--- src/rtl/ray_vec_pkg.sv ---
// ray_vec_pkg: shared vector layout and output-buffer state encoding for the ray vector datapath
package ray_vec_pkg;
  localparam int COMP_W = 19;
  localparam int VEC_W = 57;
  localparam int X_LSB = 38;
  localparam int Y_LSB = 19;
  localparam int Z_LSB = 0;
  typedef logic [VEC_W-1:0] vec_t;
  typedef enum logic {BUF_EMPTY, BUF_FULL} buf_state_e;
endpackage

--- src/rtl/rr_priority_pick.sv ---
// rr_priority_pick: first set request at or above ptr with wrap-around, as one-hot and index
module rr_priority_pick #(
  parameter int N = 4,
  parameter int IW = 2
) (
  input  logic [N-1:0]  req,
  input  logic [IW-1:0] ptr,
  output logic [N-1:0]  gnt,
  output logic [IW-1:0] idx
);
  // scan from farthest to nearest offset so the nearest request wins
  always_comb begin
    idx = '0;
    for (int k = N - 1; k >= 0; k--)
      if (req[(int'(ptr) + k) % N]) idx = IW'((int'(ptr) + k) % N);
    gnt = '0;
    gnt[idx] = |req;
  end
endmodule

--- src/rtl/signed_vector_addition.sv ---
// signed_vector_addition: per-component 19-bit wrapping add, no carry between components
module signed_vector_addition
  import ray_vec_pkg::*;
(
  input  vec_t a,
  input  vec_t b,
  output vec_t sum
);
  assign sum = {a[X_LSB +: COMP_W] + b[X_LSB +: COMP_W],
                a[Y_LSB +: COMP_W] + b[Y_LSB +: COMP_W],
                a[Z_LSB +: COMP_W] + b[Z_LSB +: COMP_W]};
endmodule

--- src/rtl/vec_add_arbiter.sv ---
// vec_add_arbiter: round-robin share of one vector adder with a registered result; VEC_ADD_ARB_OVF_EN adds overflow flags
module vec_add_arbiter #(
  parameter int NUM_REQ = 4,
  parameter int ID_W = 2,
  parameter int VEC_W = 57
) (
  input  logic                     clk,
  input  logic                     rst,
  input  logic [NUM_REQ-1:0]       req_valid,
  output logic [NUM_REQ-1:0]       req_ready,
  input  logic [NUM_REQ*VEC_W-1:0] req_a,
  input  logic [NUM_REQ*VEC_W-1:0] req_b,
  output logic                     res_valid,
  input  logic                     res_ready,
  output logic [VEC_W-1:0]         res_vector,
  output logic [ID_W-1:0]          res_id,
  output logic [2:0]               res_ovf
);
  import ray_vec_pkg::*;
  buf_state_e state, state_n;
  logic [ID_W-1:0] rr_ptr, win, ptr_n;
  logic [NUM_REQ-1:0] gnt;
  logic can_accept, take;
  vec_t a_sel, b_sel, sum;
  rr_priority_pick #(.N(NUM_REQ), .IW(ID_W)) u_pick (
    .req(req_valid),
    .ptr(rr_ptr),
    .gnt(gnt),
    .idx(win)
  );
  assign a_sel = req_a[int'(win)*VEC_W +: VEC_W];
  assign b_sel = req_b[int'(win)*VEC_W +: VEC_W];
  signed_vector_addition u_add (
    .a(a_sel),
    .b(b_sel),
    .sum(sum)
  );
  assign res_valid = state == BUF_FULL;
  // grant only while the result register is free or draining this cycle
  always_comb begin
    can_accept = !rst && (state == BUF_EMPTY || res_ready);
    take = can_accept && |req_valid;
    req_ready = can_accept ? gnt : '0;
    state_n = take ? BUF_FULL : res_ready ? BUF_EMPTY : state;
    ptr_n = (int'(win) == NUM_REQ - 1) ? '0 : win + 1'b1;
  end
  // output-buffer state register
  always_ff @(posedge clk)
    state <= rst ? BUF_EMPTY : state_n;
  // load the winner's sum and advance the pointer past it on every transfer
  always_ff @(posedge clk) begin
    if (rst) begin
      res_vector <= '0;
      res_id <= '0;
      rr_ptr <= '0;
    end else if (take) begin
      res_vector <= sum;
      res_id <= win;
      rr_ptr <= ptr_n;
    end
  end
`ifdef VEC_ADD_ARB_OVF_EN
  logic [2:0] ovf_n;
  // overflow when operand signs agree and the sum sign disagrees
  always_comb begin
    ovf_n = '0;
    for (int k = 0; k < 3; k++)
      ovf_n[k] = (a_sel[k*COMP_W+COMP_W-1] == b_sel[k*COMP_W+COMP_W-1]) &&
                 (sum[k*COMP_W+COMP_W-1] != a_sel[k*COMP_W+COMP_W-1]);
  end
  // overflow flags travel with the result
  always_ff @(posedge clk) begin
    if (rst) res_ovf <= '0;
    else if (take) res_ovf <= ovf_n;
  end
`else
  assign res_ovf = '0;
`endif
endmodule

--- config.mk ---
export PLATFORM = sky130hd
export DESIGN_NAME = vec_add_arbiter
export DESIGN_NICKNAME = d
export VERILOG_FILES = /design/src/rtl/ray_vec_pkg.sv /design/src/rtl/rr_priority_pick.sv /design/src/rtl/signed_vector_addition.sv /design/src/rtl/vec_add_arbiter.sv
export SDC_FILE = /design/constraint.sdc
export NUM_CORES = 1
export LEC_CHECK = 0
export CORE_AREA = 2 2 205 207
export CTS_BUF_LIST = sky130_fd_sc_hd__clkbuf_8
export DETAILED_ROUTE_END_ITERATION = 10
export DIE_AREA = 0 0 207 209
export SLEW_MARGIN = 20
export SYNTH_ARGS = -nofsm -noshare
export SYNTH_HDL_FRONTEND = slang
export SYNTH_HIERARCHICAL = 1
export SYNTH_SLANG_ARGS = --single-unit
--- constraint.sdc ---
create_clock -name clk -period 4.6 [get_ports clk]
set_input_delay 0.92 -clock clk [delete_from_list [all_inputs] [get_ports clk]]
set_output_delay 0.92 -clock clk [all_outputs]
set_load 0.02 [all_outputs]
==> impl_metrics.csv, run 1 <==
group,metric,value,unit
worst_setup_path,end_kind,"register",
synthesis,netlist_top_cells_count,"mux4_2, nor2b_1, dfxtp_1, ha_1, a21oi_1",
sta,hold_violations,0,
floorplan,fp-row-count,75,
floorplan,dieArea,43260,µm²
floorplan,start_util,20.26,%
clock_network,clock_latency,0.40,ns
grt,track_usage,16.73,%
clock_network,clk_pin_slew_worst_paths,0.07,ns
grt,grt_overflow_total,0,
synthesis,seq_area_frac_synth,14.84,%
worst_setup_path,worstPathMaxFanout,10,
place,port_buffers,526,
worst_setup_path,required,4.88,ns
worst_setup_path,crit_family,"compound AO/OA/AOI/OAI gates",
worst_setup_path,crit_chain,"clkdlybuf4s50_1 -> a21boi_1 -> o22ai_2 -> a31oi_4 -> buf_4 -> buf_12 -> mux4_2 -> ha_1 -> a21o_1 -> a211o_1 -> o21ai_1 -> a21oi_1 -> nor4b_1 -> a311oi_1 -> mux2_4",
drt,drc,0,
place,place_congestion,0.8852,
place,place_area,15260,µm²
grt,antenna_found_initial,2,
synthesis,avgSynthCellArea,11.02,µm²
synthesis,yosys-top-cells-area,"mux4_2, dfxtp_1, ha_1, mux2_4, nor2b_1",
clock_network,clkSinkCount,62,
worst_setup_path,worstSetupPathType,"input pin to register",
synthesis,yosysTopAreaCell,"mux4_2",
grt,grt_pass1_vias,9539,
cells_and_area,design_area,15560,µm²
clock_network,htreeDepth,3,
drt,routed_wirelength,37.32,mm
worst_setup_path,cp_slowest_cell,"mux4_2",
sta,finalClockSkew,0.01009,ns
synthesis,synth_edf_count,0,
power_and_ir_drop,net-switching-power,3251,µW
sta,setup_tns,0,ns
synthesis,async_flop_share,0,%
sta,post-route-period-util,99.01,%
drt,ant_nets,0,
worst_setup_path,cp.buffers_inverters,3,
drt,post_drt_wl_per_cell,19.12,µm
synthesis,yosysUniqueCellTypes,73,
place,hpwl,32.25,mm
min_path,holdCritPathClass,"register to register",
sta,worstMarginPinSlew,0.8007,ns
worst_setup_path,crit_path_max_incr_delay,0.50,ns
synthesis,synthFlopType,"dfxtp_1",
grt,grt_max_degree,64,
sta,period_needed,4.554,ns
drt,vias_per_cell,4.594,
power_and_ir_drop,switching_share,41.06,%
drt,first_pass_iters,4,
power_and_ir_drop,p_leak,0.006028,µW
synthesis,synth_seq_cells,62,
sta,setup_viol,0,
outcome,status,"finished, final reports clean",
floorplan,dieWidth,207,µm
synthesis,synth_top_area_share,30.69,%
power_and_ir_drop,p_per_area,509.0,nW/µm²
job,drv_cap,0,
clock_network,cts_tree,"yes",
sta,slew_violations,0,
floorplan,io_pins,530,
clock_network,cts_buffers,9,
sta,whs,0.6045,ns
worst_setup_path,crit_path_start_kind,"input pin",
sta,rsz0062_at_grt,"true",
cells_and_area,layout-drive-gt1-share,27.07,%
clock_network,cts_buffer_depth,2,
drt,drtIter0Drc,367,
synthesis,synth_warnings,6,
floorplan,dieHeight,209,µm
power_and_ir_drop,seqPwrFrac,11.2,%
synthesis,netlist_area,8366,µm²
clock_network,root_buffer,"clkbuf_8",
cells_and_area,synthToLayoutAreaGrowth,85.96,%
synthesis,post-synth-top-count-cell,"mux4_2",
synthesis,synthCells,759,
cells_and_area,nets,1928,
drt,num_vias,8968,
grt,grt_first_pass_wirelength,55.37,mm
power_and_ir_drop,power.share.clock,5.9,%
floorplan,core,41290,µm²
worst_setup_path,arrival,4.84,ns
sta,relSlewSlack,46.62,%
power_and_ir_drop,finalPower,7918,µW
power_and_ir_drop,ir_drop,0.0001795,V
sta,fmax,219.6,MHz
clock_network,hold_buffers,0,
power_and_ir_drop,p_comb_share,83.0,%
power_and_ir_drop,p_int,4667,µW
-- flip-flops by register name (all words and copies together), names as in the netlist --
register and count:
res_vector 57, res_id 2, res_valid 1, rr_ptr 2
-- logic make-up after synthesis --
family / Yosys count / synth area share (%)
mux: 179 / 41.18
fa+ha+maj: 58 / 8.944
flops: 62 / 14.84
compound gates: 156 / 12.82
other cells: 1 / 0.04483
xor+xnor: 44 / 4.607
simple gates: 183 / 12.25
buf+inv: 76 / 5.325
-- power groups by stage --
stage                     clock network [µW]  registers (µW)  logic [µW]
after floorplan                            0            1140        3630
after global placement                     0             892        6370
after detailed placement                   0             895        6450
after CTS                                497             888        6490
after global routing                     517             920        7120
final                                    464             885        6570
-- worst reg2reg max path: cells and delay by family, from the launching register on --
kind	cells	cell delay [ns]
AOI/OAI and AO/OA	7	1.39
adders and majority gates	1	0.38
buffers and inverters	2	0.38
DFF	1	0.54
muxes	3	1.05
and+or+nand+nor	1	0.28
-- layout by cell type, fill, tap and decap left out, drive strengths merged, types with 4 or more instances in the layout --
master and n:
clkdlybuf4s50 525, o221a 4, nor2 34, xnor2 36, a211oi 6, a31oi 4
nand2 26, o22ai 4, xor2 8, a21boi 6, nor3 9, nand3 8
inv 27, and2 9, a21oi 53, buf 161, o21a 6, o21ai 26
mux2 61, nor2b 69, mux4 114, mux2i 4, ha 55, clkbuf 12
nand2b 10, o211ai 8, a21o 8, dfxtp 62, o31ai 4
-- layer usage --
layer / GRT usage (%) / wire length, µm / share of wire [%]
met1: 20.58 / 15790 / 42
met2: 28.76 / 18480 / 50
met3: 3.847 / 2215 / 5.9
met4: 5.665 / 830 / 2.2
met5: 0 / 0 / 0
-- stage by stage --
step / setup slack (ns) / cells / util (%)
floorplan: 0.2403 / 761 / -
global route: -0.01547 / 1952 / 37.68
CTS: 0.05412 / 1946 / 37.35
global placement: -0.2917 / 1931 / 36.95
finish: 0.04553 / 1952 / 37.68
detailed placement: -0.3680 / 1931 / 36.95
-- repair_timing --
action | CTS | global route
buffers inserted | 0 | 3
setup endpoints to repair | 0 | 25
gates resized for setup | 0 | 20
-- layout make-up --
class,count,area [µm²]
clock buffer,11,151.4
tap,539,674.4
inverter,24,90.09
timing repair buffer,687,6594
sequential,62,1241
clock inverter,4,16.27
antenna,2,5.005
multi-input combinational,623,6784
fill,4138,25730
-- path summary, 6_finish.rpt --
kind                    endpoint  cells past startpoint  slack (ns)          start
hold / removal     res_vector[9]                      2        0.60  res_vector[9]
setup / recovery  res_vector[56]                     15        0.05   req_valid[0]
setup reg to reg  res_vector[56]                     14        0.48      rr_ptr[1]
hold reg to reg    res_vector[9]                      2        0.60  res_vector[9]
Power figures use the tool's default switching activity.
==> run 2: changes to the inputs <==
--- a/config.mk
+++ b/config.mk
@@ -7,2 +7,3 @@
 export LEC_CHECK = 0
+export ABC_CLOCK_PERIOD_IN_PS = 4600
 export CORE_AREA = 2 2 205 207
==> constraint.sdc (replaced) <==
create_clock -name clk -period 4.6 [get_ports clk]
set_input_delay 0.69 -clock clk [delete_from_list [all_inputs] [get_ports clk]]
set_output_delay 0.69 -clock clk [all_outputs]
set_load 0.1 [all_outputs]
==> impl_metrics.csv, run 2 (synthesized netlist as in run 1, its figures left out) <==
group,metric,value,unit
worst_setup_path,worstSetupPathType,"input pin to register",
power_and_ir_drop,seqPwrFrac,10.1,%
place,port_buffers,526,
job,drv_cap,0,
power_and_ir_drop,switching_share,50.41,%
grt,track_usage,16.62,%
worst_setup_path,arrival,4.67,ns
grt,grt_overflow_total,0,
sta,relSlewSlack,22.94,%
cells_and_area,top_register,"res_vector",
power_and_ir_drop,power.share.clock,4.9,%
clock_network,hold_buffers,0,
cells_and_area,nFillCells,4122,
cells_and_area,nets,1874,
clock_network,clk_pin_slew_worst_paths,0.08,ns
power_and_ir_drop,finalPower,8751,µW
clock_network,htreeDepth,3,
cells_and_area,largestRegisters,"res_vector x57, res_id x2, rr_ptr x2",
sta,post-route-period-util,95.14,%
cells_and_area,mostFrequentLayoutCell,"clkdlybuf4s50_1",
floorplan,dieArea,43260,µm²
outcome,status,"finished, final reports clean",
drt,ant_nets,0,
grt,grt_max_degree,64,
sta,fmax,228.5,MHz
floorplan,io_pins,530,
place,place_congestion,0.8676,
worst_setup_path,end_kind,"register",
worst_setup_path,crit_chain,"clkdlybuf4s50_1 -> a21boi_0 -> o22ai_1 -> a31oi_4 -> buf_12 -> buf_4 -> buf_12 -> buf_4 -> mux4_2 -> ha_1 -> o21ai_0 -> nand2b_1 -> o41a_1 -> a21oi_1 -> o21ai_0 -> xnor2_1 -> mux2_2",
grt,grt_first_pass_wirelength,54.96,mm
sta,slew_violations,0,
clock_network,cts_tree,"yes",
floorplan,fp-row-count,75,
drt,first_pass_iters,4,
floorplan,start_util,20.26,%
sta,finalClockSkew,0.01414,ns
cells_and_area,layout-drive-gt1-share,23.58,%
drt,drtIter0Drc,416,
drt,post_drt_wl_per_cell,19.51,µm
clock_network,cts_buffer_depth,2,
power_and_ir_drop,p_leak,0.005754,µW
clock_network,clock_latency,0.39,ns
worst_setup_path,cp_slowest_cell,"mux4_2",
power_and_ir_drop,net-switching-power,4411,µW
grt,grt_pass1_vias,9282,
cells_and_area,largest_reg_flops,57,
min_path,holdCritPathClass,"register to register",
sta,hold_violations,0,
drt,num_vias,8757,
drt,routed_wirelength,37.00,mm
min_path,hp-start,"res_vector[7]",
floorplan,dieHeight,209,µm
worst_setup_path,worstPathMaxFanout,21,
worst_setup_path,crit_start,"req_valid[0]",
clock_network,cts_resized,0,
clock_network,root_buffer,"clkbuf_8",
worst_setup_path,crit_path_start_kind,"input pin",
sta,rsz0062_at_grt,"false",
sta,period_needed,4.377,ns
clock_network,post_cts_buffers,0,
clock_network,clkSinkCount,62,
sta,worstMarginPinSlew,1.152,ns
power_and_ir_drop,ir_drop,0.0002083,V
floorplan,dieWidth,207,µm
cells_and_area,design_area,15040,µm²
sta,setup_viol,0,
place,place_area,14890,µm²
worst_setup_path,required,4.89,ns
power_and_ir_drop,p_int,4340,µW
worst_setup_path,r2r_start,"rr_ptr[1]",
cells_and_area,final_core_util,36.44,%
min_path,holdPathStages,2,
cells_and_area,synthToLayoutAreaGrowth,79.84,%
place,hpwl,32.19,mm
power_and_ir_drop,p_per_area,581.7,nW/µm²
clock_network,cts_buffers,9,
cells_and_area,most-common-layout-cells,"clkdlybuf4s50_1, mux4_2, buf_4",
worst_setup_path,crit_path_max_incr_delay,0.54,ns
worst_setup_path,r2r_cells,16,
power_and_ir_drop,p_comb_share,85.0,%
grt,antenna_found_initial,1,
drt,drc,0,
floorplan,core,41290,µm²
drt,vias_per_cell,4.616,
run 2: layer usage:
metal | routed length [µm] | global-route usage [%] | part of all wire [%] | vias up
met5 | 0 | 0 | 0 | -
met4 | 738 | 5.567 | 2.0 | 0
met3 | 2013 | 3.276 | 5.4 | 37
met2 | 18430 | 28.69 | 50 | 326
met1 | 15820 | 20.70 | 43 | 4250
li1 | - | - | - | 4144
run 2: cell type report:
| cell class | instances | area, µm² | area share (%) |
|---|---|---|---|
| Timing Repair Buffer | 633 | 6176 | 41.05 |
| Multi-Input combinational cell | 623 | 6711 | 44.61 |
| Antenna cell | 1 | 2.502 | 0.01663 |
| Clock inverter | 6 | 25.02 | 0.1663 |
| Clock buffer | 9 | 123.9 | 0.8234 |
| Sequential cell | 62 | 1241 | 8.250 |
| Inverter | 24 | 90.09 | 0.5988 |
| Tap cell | 539 | 674.4 | 4.483 |
run 2: critical path: cells and delay by family:
family | cells | cell delay, ns
buffers and inverters | 5 | 1.24
multiplexers | 2 | 0.81
adder cells (fa/ha/maj) | 1 | 0.33
AO/OA/AOI/OAI | 7 | 1.33
XOR/XNOR | 1 | 0.16
AND/OR/NAND/NOR | 1 | 0.09
run 2: final timing paths:
kind / slack (ns) / to
worst max-delay path: 0.22 / res_vector[14]
worst min-delay path: 0.60 / res_vector[7]
worst max register to register: 0.49 / res_vector[14]
worst min register to register: 0.60 / res_vector[7]
run 2: through the flow:
step,hold slack [ns],setup TNS (ns),setup WS [ns],cells
floorplan,0.6227,0,0.4703,761
global placement,0.5841,-0.5459,-0.1108,1881
detailed placement,0.5843,-1.162,-0.1577,1881
CTS,0.6100,0,0.2804,1896
global route,0.6452,0,0.04768,1897
finish,0.6045,0,0.2234,1897
run 2: power by group through the flow:
| stage | clock [µW] | combinational, µW | sequential [µW] |
|---|---|---|---|
| finish | 429 | 7440 | 884 |
| global route | 484 | 7970 | 917 |
| CTS | 468 | 7490 | 888 |
| detailed placement | 0 | 7450 | 895 |
| global placement | 0 | 7380 | 895 |
| floorplan | 0 | 3660 | 2410 |
